===== src/rtl/sample_packetizer.sv =====
// Multi-channel snapshot packetizer: requests one acquisition snapshot per trigger and
// streams it to the UART as SYNC, sequence, left-justified channel payload, XOR checksum.
module sample_packetizer #(
    parameter int          N_BIT     = 8,
    parameter int          N_CH      = 1,
    parameter logic [7:0]  SYNC_BYTE = 8'hA5
) (
    input  logic                   clk,
    input  logic                   reset,
    input  logic                   trig_start,
    output logic                   req_data,
    input  logic                   data_valid,
    input  logic [N_CH*N_BIT-1:0]  data_aq,
    input  logic                   uart_ready,
    output logic [7:0]             data_out,
    output logic                   data_ready,
    output logic                   busy,
    output logic                   overrun
);

    localparam int B  = (N_BIT + 7) / 8;
    localparam int SW = B * 8;
    localparam int PW = N_CH * SW;

    typedef enum logic [2:0] {IDLE, WAIT, HDR, SEQ, DATA, CSUM} state_t;

    state_t          state_q, state_d;
    logic [7:0]      seq_q, seq_d;
    logic [7:0]      csum_q, csum_d;
    logic [2:0]      byteCnt_q, byteCnt_d;
    logic [4:0]      chCnt_q, chCnt_d;
    logic [PW-1:0]   snap_q, snap_d;
    logic            reqData_q, reqData_d;
    logic            overrun_q, overrun_d;

    logic [PW-1:0]   fmtAq;
    logic [PW-1:0]   payShift;
    logic [7:0]      payByte;

    // Snapshot is stored pre-formatted: channel 0 in the top bits, each sample left-justified.
    always_comb begin
        fmtAq = '0;
        for (int c = 0; c < N_CH; c++) begin
            fmtAq[(N_CH-1-c)*SW +: SW] = SW'(data_aq[c*N_BIT +: N_BIT]) << (SW - N_BIT);
        end
    end

    always_comb begin
        payShift = snap_q << (8 * (int'(chCnt_q) * B + int'(byteCnt_q)));
        payByte  = payShift[PW-1 -: 8];
    end

    assign busy     = (state_q != IDLE);
    assign req_data = reqData_q;
    assign overrun  = overrun_q;

    always_ff @(posedge clk) begin
        if (reset) begin
            state_q   <= IDLE;
            seq_q     <= '0;
            csum_q    <= '0;
            byteCnt_q <= '0;
            chCnt_q   <= '0;
            snap_q    <= '0;
            reqData_q <= 1'b0;
            overrun_q <= 1'b0;
        end else begin
            state_q   <= state_d;
            seq_q     <= seq_d;
            csum_q    <= csum_d;
            byteCnt_q <= byteCnt_d;
            chCnt_q   <= chCnt_d;
            snap_q    <= snap_d;
            reqData_q <= reqData_d;
            overrun_q <= overrun_d;
        end
    end

    always_comb begin
        state_d    = state_q;
        seq_d      = seq_q;
        csum_d     = csum_q;
        byteCnt_d  = byteCnt_q;
        chCnt_d    = chCnt_q;
        snap_d     = snap_q;
        reqData_d  = 1'b0;
        overrun_d  = trig_start && busy;
        data_out   = '0;
        data_ready = 1'b0;

        case (state_q)
            IDLE: begin
                if (trig_start) begin
                    state_d   = WAIT;
                    reqData_d = 1'b1;
                    csum_d    = '0;
                    byteCnt_d = '0;
                    chCnt_d   = '0;
                end
            end
            WAIT: begin
                if (data_valid) begin
                    snap_d  = fmtAq;
                    state_d = HDR;
                end
            end
            HDR: begin
                data_out   = SYNC_BYTE;
                data_ready = 1'b1;
                if (uart_ready) state_d = SEQ;
            end
            SEQ: begin
                data_out   = seq_q;
                data_ready = 1'b1;
                if (uart_ready) state_d = DATA;
            end
            DATA: begin
                data_out   = payByte;
                data_ready = 1'b1;
                if (uart_ready) begin
                    if (byteCnt_q == 3'(B - 1)) begin
                        byteCnt_d = '0;
                        if (chCnt_q == 5'(N_CH - 1)) begin
                            chCnt_d = '0;
                            state_d = CSUM;
                        end else begin
                            chCnt_d = chCnt_q + 5'd1;
                        end
                    end else begin
                        byteCnt_d = byteCnt_q + 3'd1;
                    end
                end
            end
            CSUM: begin
                data_out   = csum_q;
                data_ready = 1'b1;
                if (uart_ready) begin
                    seq_d   = seq_q + 8'd1;
                    state_d = IDLE;
                end
            end
            default: state_d = IDLE;
        endcase

        // Checksum ends up as the XOR of every byte already sent, header included.
        if (data_ready && uart_ready) csum_d = csum_q ^ data_out;
    end

endmodule


===== config.mk =====
export PLATFORM = sky130hd
export DESIGN_NAME = sample_packetizer
export DESIGN_NICKNAME = d
export VERILOG_FILES = /design/src/rtl/sample_packetizer.sv
export SDC_FILE = /design/constraint.sdc
export NUM_CORES = 1
export LEC_CHECK = 0
export ABC_CLOCK_PERIOD_IN_PS = 2570
export CORE_MARGIN = 5
export CORE_UTILIZATION = 45
export CTS_CLUSTER_DIAMETER = 50
export CTS_CLUSTER_SIZE = 24
export DETAILED_ROUTE_END_ITERATION = 10
export GPL_TIMING_DRIVEN = 0
export PLACE_DENSITY = 0.67
export SETUP_SLACK_MARGIN = 0.5
export SYNTH_ARGS = -nofsm -noshare
export SYNTH_HDL_FRONTEND = slang
export SYNTH_SLANG_ARGS = --single-unit
export TNS_END_PERCENT = 5

===== constraint.sdc =====
create_clock -name clk -period 2.57 [get_ports clk]
set_input_delay 0.257 -clock clk [delete_from_list [all_inputs] [get_ports clk]]
set_output_delay 0.257 -clock clk [all_outputs]
set_load 0.02 [all_outputs]

==> impl_metrics.tcl, run 1 <==
set metrics [dict create \
    status "completed" \
    worst_setup_path_start_kind "flop" \
    worst_pin_slew_ns 0.998 \
    synth_edf_count 0 \
    clkPwrFrac_pct 40.0 \
    syn_area_um2 2060 \
    use_met3_pct 3.82 \
    finalSetupViolations 0 \
    maxSlewHeadroom_pct 33.1 \
    groute.usage.overall_pct 16.8 \
    seqPwrFrac_pct 45.3 \
    finalNonFillerCells 327 \
    maxSlewViolCount 0 \
    grt-ovfl-total 0 \
    netlist_top_cells_count "dfxtp_1, nor2_1, mux2i_1, nand2_1, a21oi_1" \
    end_kind "primary output" \
    area.growth.synth_to_final_pct 24.9 \
    worstSetupPathType "flop to primary output" \
    path_max_fanout 6 \
    antenna_cells 0 \
    die-area_um2 6030 \
    synthAdderAreaFrac_pct 5.84 \
    die_w_um 77.6 \
    hp-start "uart_ready" \
    power.internal_mw 0.992 \
    die_h_um 77.6 \
    place_congestion 0.787 \
    setup_tns_ns 0 \
    p_comb_share_pct 14.7 \
    cts_tree "built" \
    busiest_layer "met2" \
    max_freq_mhz 416 \
    yosysTopAreaCellShare_pct 36.0 \
    hold_depth 3 \
    synthMuxAreaShare_pct 9.79 \
    leakagePower_nw 1.10 \
    period_share_pct 93.5 \
    p_switching_mw 0.334 \
    antenna_found_initial 0 \
    clock_skew_ns 0.00401 \
    crit_required_ns 2.31 \
    synth-main-ff-cell "dfxtp_1" \
    grt_pass1_wl_um 8170 \
    final.setup.worst_slack_ns 0.166 \
    yosys_register_bits 37 \
    placed_area_um2 2360 \
    routed_via_density 5.27 \
    r2r_cells 8 \
    grt_pass1_vias 1635 \
    met1_usage_pct 23.8 \
    ctsHtreeMaxLevel 2 \
    r2r_slack_ns 0.40 \
    finalHoldViolCount 0 \
    ys.warnings.count 0 \
    min_period_ns 2.40 \
    numPortBuffers 23 \
    ioPinCount 25 \
    p_sw_share_pct 25.2 \
    synth.distinct_cells 42 \
    path_clk_slew_ns 0.07 \
    drtIter0Drc 100 \
    grt_setup_unrepaired "true" \
    clock_path_buffers 2 \
    rows 24 \
    firstDrtPassIters 4 \
    syn_avg_cell_area_um2 8.72 \
    layout.nets 296 \
    yosys.area_share.simple_pct 24.6 \
    hp-class "primary input to flop" \
    cts_buffers 5 \
    timing.rr.start "byteCnt_q[0]" \
    r2r-end "csum_q[4]" \
    yosysTopAreaCell "dfxtp_1" \
    ant_nets 0 \
    cap_violations 0 \
    whs_endpoint "state_q[0]" \
    hold_buffers 0 \
    core_region_area_um2 4380 \
    insertion_delay_ns 0.29 \
    initial_core_util_pct 46.9 \
    synth_top_family_by_area "simple AND/OR/NAND/NOR gates" \
    dr_total_vias 1722 \
    synth_compound_area_share_pct 14.0 \
    ys_seq_area_share_pct 36.0 \
    root_buffer "clkbuf_8" \
    ir_worst_vdd_v 0.000336 \
    post_route_cells_drive_above_1_share_pct 18.9 \
    post-dp-hpwl_um 3290 \
    final_cell_area_um2 2570 \
    synth_xor_area_share_pct 5.11 \
    use_met2_pct 24.7 \
    place_worst_setup_slack_ns -0.199 \
    synth_area_leaders "dfxtp_1, mux2i_1, nor2_1, ha_1, xor2_1" \
    async_flop_share_pct 0 \
    p_per_area_nw_per_um2 516 \
    synth_nets 258 \
    synthesis.instances 236 \
    grt_max_degree 12 \
    crit_arrival_ns 2.15 \
    post-synth-top-count-cell "dfxtp_1" \
    placed_cells 311 \
    drcViolationCount 0 \
    routed_wl_um 4740 \
    post_drt_wl_per_cell_um 14.5 \
    clock-sinks 37 \
]
==> through the flow <==
step | power (mW) | hold slack, ns | utilization [%]
after floorplan | 0.737 | 0.404 | -
after global placement | 0.807 | 0.457 | 53.7
after detailed placement | 0.808 | 0.468 | 53.7
after CTS | 1.34 | 0.349 | 58.5
after global routing | 1.38 | 0.393 | 58.6
final | 1.33 | 0.350 | 58.6
==> cell usage in the layout (no fill, tap or decap), types with 8 or more instances in the layout <==
master,synthesis,layout
mux2i_1,19,19
dfxtp_1,37,33
a22oi_1,8,8
nor2_1,34,33
or2_2,8,8
nand2_1,19,19
clkbuf_1,7,8
clkdlybuf4s50_1,0,15
buf_4,3,10
a21oi_1,10,9
inv_1,9,8
xor2_1,9,9
==> power by group through the flow <==
| stage | Combinational [mW] | Clock [mW] | Sequential (mW) |
|---|---|---|---|
| after detailed placement | 0.192 | 0 | 0.615 |
| after global routing | 0.216 | 0.562 | 0.603 |
| final | 0.195 | 0.530 | 0.601 |
| after floorplan | 0.123 | 0 | 0.614 |
| after global placement | 0.192 | 0 | 0.615 |
| after CTS | 0.196 | 0.542 | 0.601 |
==> registers in the layout, indices dropped and copies added (netlist names) <==
signal,count
byteCnt_q,3
chCnt_q,5
csum_q,8
overrun,1
req_data,1
seq_q,8
snap_q,8
state_q,3
==> cells by family after synthesis <==
| group | Yosys count |
|---|---|
| AO/OA/AOI/OAI | 38 |
| XOR/XNOR | 12 |
| adder cells (fa/ha/maj) | 9 |
| buffers and inverters | 22 |
| flip-flops | 37 |
| multiplexers | 20 |
| AND/OR/NAND/NOR | 98 |
==> cell type report <==
class | count | area [um2]
tap | 52 | 65.1
buffer | 13 | 63.8
inverter | 9 | 33.8
timing repair buffer | 31 | 285
clock buffer | 7 | 86.3
multi-input combinational | 177 | 1260
fill | 421 | 1810
sequential | 37 | 751
clock inverter | 1 | 30.0
==> metal layers <==
layer / part of all wire (%) / vias up
met3: 6.1 / 8
li1: - / 888
met5: 0 / -
met4: 1.8 / 0
met1: 50 / 785
met2: 43 / 41
==> timing repair <==
item | 4_1_cts | 5_1_grt
pin swaps | 5 | 4
gates cloned | 0 | 0
endpoints found under the setup margin | 17 | 26
endpoints found under the hold margin | 0 | 0
resized for setup | 57 | 0
setup buffers | 7 | 1
==> worst max-delay path, cell delays in order, from the launching register on <==
cell and delay, ns:
dfxtp_4 0.37, ha_4 0.14, inv_2 0.03, fa_2 0.51, nand4_1 0.15, nor2_4 0.25
buf_6 0.14, a22o_1 0.15, buf_6 0.12
==> worst max path at each step <==
stage,startpoint,end,depth (start not counted)
after global placement,chCnt_q[0],data_out[6],7
after detailed placement,chCnt_q[0],data_out[6],8
after global routing,byteCnt_q[0],data_out[6],8
after floorplan,chCnt_q[0],data_out[4],7
final,byteCnt_q[0],data_out[6],8
after CTS,chCnt_q[0],data_out[6],8
Note: power is estimated with default switching activity, not from simulation.
==> run 2, diff against run 1 <==
- CORE_MARGIN: 5 -> unset
==> run 2 against run 1 <==
- global-route usage is 4.5 points higher
- combinational power hardly changed
- fmax increased by 0.64%
- non-clock buffer count increased by 3
- core utilization down 0.29 points
- sequential cell count stayed put
- cell area down 0.49%
- register-to-register slack worse by 0.17 ns
- sequential share of layout area grew 0.14 points
- final cell count rose by 0.61%
- setup slack improved by 0.015 ns
- critical path type unchanged
- highest routed layer unchanged
==> impl_metrics.tcl, run 2 (synthesis gave the netlist of run 1 again) <==
set metrics [dict create \
    critical-path-max-stage-delay_ns 0.50 \
    crit_arrival_ns 2.13 \
    drcViolationCount 0 \
    hp-class "primary input to flop" \
    crit_path_cell_trace "ha_4 -> inv_2 -> fa_2 -> nand4_1 -> nor2_4 -> buf_6 -> a22o_1 -> buf_6" \
    status "completed" \
    maxSlewViolCount 0 \
    p_per_area_nw_per_um2 473 \
    post_route_cells_drive_above_1_share_pct 19.1 \
    final.setup.worst_slack_ns 0.182 \
    root_buffer "clkbuf_8" \
    drtIter0Drc 75 \
    crit_buf_inv 3 \
    firstDrtPassIters 4 \
    cap_violations 0 \
    rows 24 \
    ant_nets 0 \
    clock-sinks 37 \
    ctsHtreeMaxLevel 2 \
    timing.rr.start "byteCnt_q[0]" \
    grt_pass1_wl_um 8080 \
    ioPinCount 25 \
    grt_setup_unrepaired "true" \
    placed_cells 311 \
    leakagePower_nw 1.10 \
    ir_worst_vdd_v 0.000302 \
    min_period_ns 2.39 \
    worstSetupPathType "flop to primary output" \
    period_share_pct 92.9 \
    die_h_um 69.6 \
    path_clk_slew_ns 0.07 \
    path_max_fanout 6 \
    cts_tree "built" \
    finalNonFillerCells 329 \
    final_cell_mix "nor2_1, dfxtp_1, nand2_1, mux2i_1, clkdlybuf4s50_1" \
    clock_path_buffers 2 \
    cts_buffers 5 \
    crit_slowest_cell "fa_2" \
    layout.nets 299 \
    routed_wl_um 4710 \
    clock_skew_ns 0.00794 \
    area.growth.synth_to_final_pct 24.3 \
    worst_setup_path_start_kind "flop" \
    die-area_um2 4850 \
    post-dp-hpwl_um 3210 \
    max_freq_mhz 419 \
    placed_area_um2 2360 \
    crit_required_ns 2.31 \
    core_region_area_um2 4380 \
    antenna_found_initial 0 \
    numPortBuffers 23 \
    critPathLaunch "byteCnt_q[0]" \
    reg.largest.list "csum_q (8), seq_q (8), snap_q (8)" \
    antenna_cells 0 \
    grt-ovfl-total 0 \
    routed_via_density 5.22 \
    grt_pass1_vias 1656 \
    maxSlewHeadroom_pct 31.3 \
    setup_tns_ns 0 \
    grt_max_degree 11 \
    insertion_delay_ns 0.29 \
    initial_core_util_pct 46.9 \
    hp-start "uart_ready" \
    fin_util_pct 58.4 \
    groute.usage.overall_pct 21.3 \
    end_kind "primary output" \
    die_w_um 69.6 \
    post_drt_wl_per_cell_um 14.3 \
    worst_pin_slew_ns 1.03 \
    crit_family "adder cells" \
    place_congestion 0.786 \
    finalSetupViolations 0 \
    finalHoldViolCount 0 \
    place_worst_setup_slack_ns -0.173 \
    final_cell_area_um2 2560 \
    dr_total_vias 1716 \
    path_common_cell "buf_6" \
]
-- run 2: changes by cell type in the layout (fill, tap and decap cells not counted) --
cell / before / now
a21oi_2: 0 / 1
a21oi_4: 1 / 0
buf_12: 0 / 1
buf_4: 10 / 14
buf_6: 6 / 4
bufinv_16: 1 / 0
nor2b_1: 6 / 7
nor2b_2: 1 / 0
-- run 2: power by group --
part	leakage, nW	switching [mW]	internal [mW]
logic	0.755	0.108	0.0880
clock network	0.0443	0.202	0.213
registers	0.302	0.0135	0.588
total	1.10	0.323	0.888
-- run 2: timing repair --
| item | in CTS | in global routing |
|---|---|---|
| endpoints found under the setup margin | 17 | 26 |
| setup buffers | 10 | 1 |
| gates resized for setup | 50 | 3 |
| hold buffers | 0 | 0 |
| pin swaps | 3 | 4 |
-- run 2: per-layer routing --
layer	up-vias	global-route usage [%]	part of all wire [%]
li1	894	-	-
met1	785	29.2	51
met2	28	32.8	44
met3	9	4.07	3.5
met4	0	8.89	2.1
met5	-	0	0
-- run 2: worst paths after layout --
kind         cells after the start     endpoint  slack [ns]
min                              3   state_q[0]        0.33
min reg2reg                      2    csum_q[3]        0.48
max reg2reg                     11    csum_q[4]        0.23
max                              8  data_out[6]        0.18
-- run 2: per-stage QoR --
step | total power [mW] | hold slack, ns
after floorplan | 0.737 | 0.404
after global placement | 0.806 | 0.458
after detailed placement | 0.807 | 0.468
after CTS | 1.22 | 0.320
after global routing | 1.26 | 0.350
final | 1.21 | 0.330
-- run 2: cell type report --
type	instances	area, um2
multi-input cells	177	1250
fillers	410	1830
flip-flops and latches	37	751
plain buffers	13	63.8
inverters	9	33.8
well taps	52	65.1
repair buffers	34	313
clock buffers	7	86.3
-- run 2: worst register-to-register path: cells and delay by family, from the launching register on --
family          cells  cell delay, ns
buf+inv             5            0.62
mux                 1            0.13
simple gates        2            0.38
fa+ha+maj           2            0.64
flops               1            0.37
compound gates      1            0.10
==> run 3, diff against run 2 <==
- CORE_UTILIZATION: 45 -> 55
- PLACE_DENSITY: 0.67 -> 0.79
==> run 3 against run 2 <==
- non-clock buffer count fell by 5
- die area decreased by 18%
- first-iteration DRC count rose by 52%
- sequential share of layout area increased by 0.34 points
- fmax grew 1.2%
- cell area decreased by 1.5%
- largest cell class unchanged
==> impl_metrics.tcl, run 3 (synthesis gave the netlist of run 1 again) <==
set metrics [dict create \
    finalHoldViolCount 0 \
    busiest_layer "met2" \
    leakagePower_nw 1.07 \
    crit_required_ns 2.31 \
    root_buffer "clkbuf_8" \
    cts_tree "built" \
    r2r_slack_ns 0.37 \
    timing.rr.start "byteCnt_q[0]" \
    min_period_ns 2.36 \
    ioPinCount 25 \
    place_worst_setup_slack_ns -0.169 \
    crit_arrival_ns 2.10 \
    seq_area_um2 748 \
    hold_buffers 0 \
    area.growth.synth_to_final_pct 22.5 \
    grt_pass1_wl_um 7500 \
    multiInputGateArea_um2 1250 \
    status "completed" \
    max_freq_mhz 424 \
    reg.largest.list "csum_q (8), seq_q (8), snap_q (8)" \
    finalSetupViolations 0 \
    worst_pin_slew_ns 0.930 \
    grt_setup_unrepaired "true" \
    path_max_fanout 5 \
    maxSlewViolCount 0 \
    drtIter0Drc 114 \
    drcViolationCount 0 \
    initial_core_util_pct 59.3 \
    core_region_area_um2 3470 \
    clock-sinks 37 \
    path_clk_slew_ns 0.08 \
    worstSetupPathType "flop to primary output" \
    p_per_area_nw_per_um2 485 \
    hp-class "primary input to flop" \
    use_met3_pct 4.89 \
    ir_worst_vdd_v 0.000341 \
    end_kind "primary output" \
    p_total_mw 1.22 \
    dr_total_vias 1740 \
    die_h_um 63.2 \
    fin_hold_ws_ns 0.339 \
    grt-ovfl-total 0 \
    post_route_cells_drive_above_1_share_pct 18.3 \
    worst_setup_path_start_kind "flop" \
    setup_tns_ns 0 \
    antenna_found_initial 0 \
    hold_depth 3 \
    cts_buffers 5 \
    groute.usage.overall_pct 24.2 \
    insertion_delay_ns 0.29 \
    layout.nets 294 \
    r2r-end "csum_q[4]" \
    numPortBuffers 23 \
    routed_via_density 5.45 \
    post_drt_wl_per_cell_um 13.7 \
    maxSlewHeadroom_pct 37.7 \
    routed_wl_um 4380 \
    final_cell_mix "nor2_1, dfxtp_1, nand2_1, mux2i_1, clkdlybuf4s50_1" \
    post-dp-hpwl_um 3080 \
    antenna_cells 0 \
    use_met2_pct 37.9 \
    die-area_um2 3990 \
    final.setup.worst_slack_ns 0.211 \
    grt_pass1_vias 1646 \
    rows 21 \
    cap_violations 0 \
    die_w_um 63.2 \
    met1_usage_pct 32.9 \
    ant_nets 0 \
    whs_endpoint "state_q[0]" \
    clock_path_buffers 2 \
    clock_skew_ns 0.00658 \
    ctsHtreeMaxLevel 2 \
    fillers 284 \
    hp-start "uart_ready" \
    r2r_cells 8 \
    firstDrtPassIters 4 \
    period_share_pct 91.8 \
    place_congestion 0.822 \
    grt_max_degree 13 \
]
## run 3: changes by cell type in the layout (fill, tap and decap cells not counted), sizes merged
cell,previous run,this run
clkdlybuf4s15,0,3
clkinv,0,2
clkbuf,14,13
buf,25,17
## run 3: final cells by class
type                       count  area share (%)
buffer                        13            2.53
clock inverter                 2           0.546
sequential                    37            29.7
timing repair buffer          29            10.9
clock buffer                   6            3.28
inverter                       9            1.34
tap                           46            2.28
multi-input combinational    177            49.4
## run 3: where the power goes
part	total [mW]	switching [mW]	internal [mW]
combinational	0.194	0.106	0.0880
clock	0.427	0.210	0.217
sequential	0.602	0.0130	0.589
total	1.22	0.329	0.894
## run 3: critical path, stage by stage, from the launching register on
cell	delay, ns
dfxtp_2	0.36
ha_4	0.14
inv_2	0.03
fa_2	0.50
nand4_1	0.15
nor2_4	0.21
buf_6	0.14
a22o_1	0.15
buf_6	0.12
## run 3: metal layers
metal	part of all wire (%)	wire [um]	up-vias
met5	0	0	-
met4	1.3	58	0
met3	5.0	220	8
met2	46	2020	40
met1	47	2080	803
li1	-	-	889
## run 3: worst max path at each step
| stage | end | depth (start not counted) | start |
|---|---|---|---|
| 3_3_place_gp | data_out[4] | 7 | chCnt_q[0] |
| 5_1_grt | data_out[6] | 8 | byteCnt_q[0] |
| 6_report | data_out[6] | 8 | byteCnt_q[0] |
| 2_1_floorplan | data_out[4] | 7 | chCnt_q[0] |
| 4_1_cts | data_out[6] | 8 | chCnt_q[0] |
| 3_5_place_dp | data_out[6] | 7 | chCnt_q[0] |
## run 3: repair_timing
item,4_1_cts,5_1_grt
gates resized for setup,45,2
setup endpoints to repair,17,19
pin swaps,3,3
buffers inserted,5,1
## run 3: stage by stage
stage	utilization [%]	std cells	instance area (um2)
after floorplan	-	236	2060
after global placement	67.7	305	2350
after detailed placement	67.7	305	2350
after CTS	72.6	318	2520
after global routing	72.7	319	2520
final	72.7	319	2520
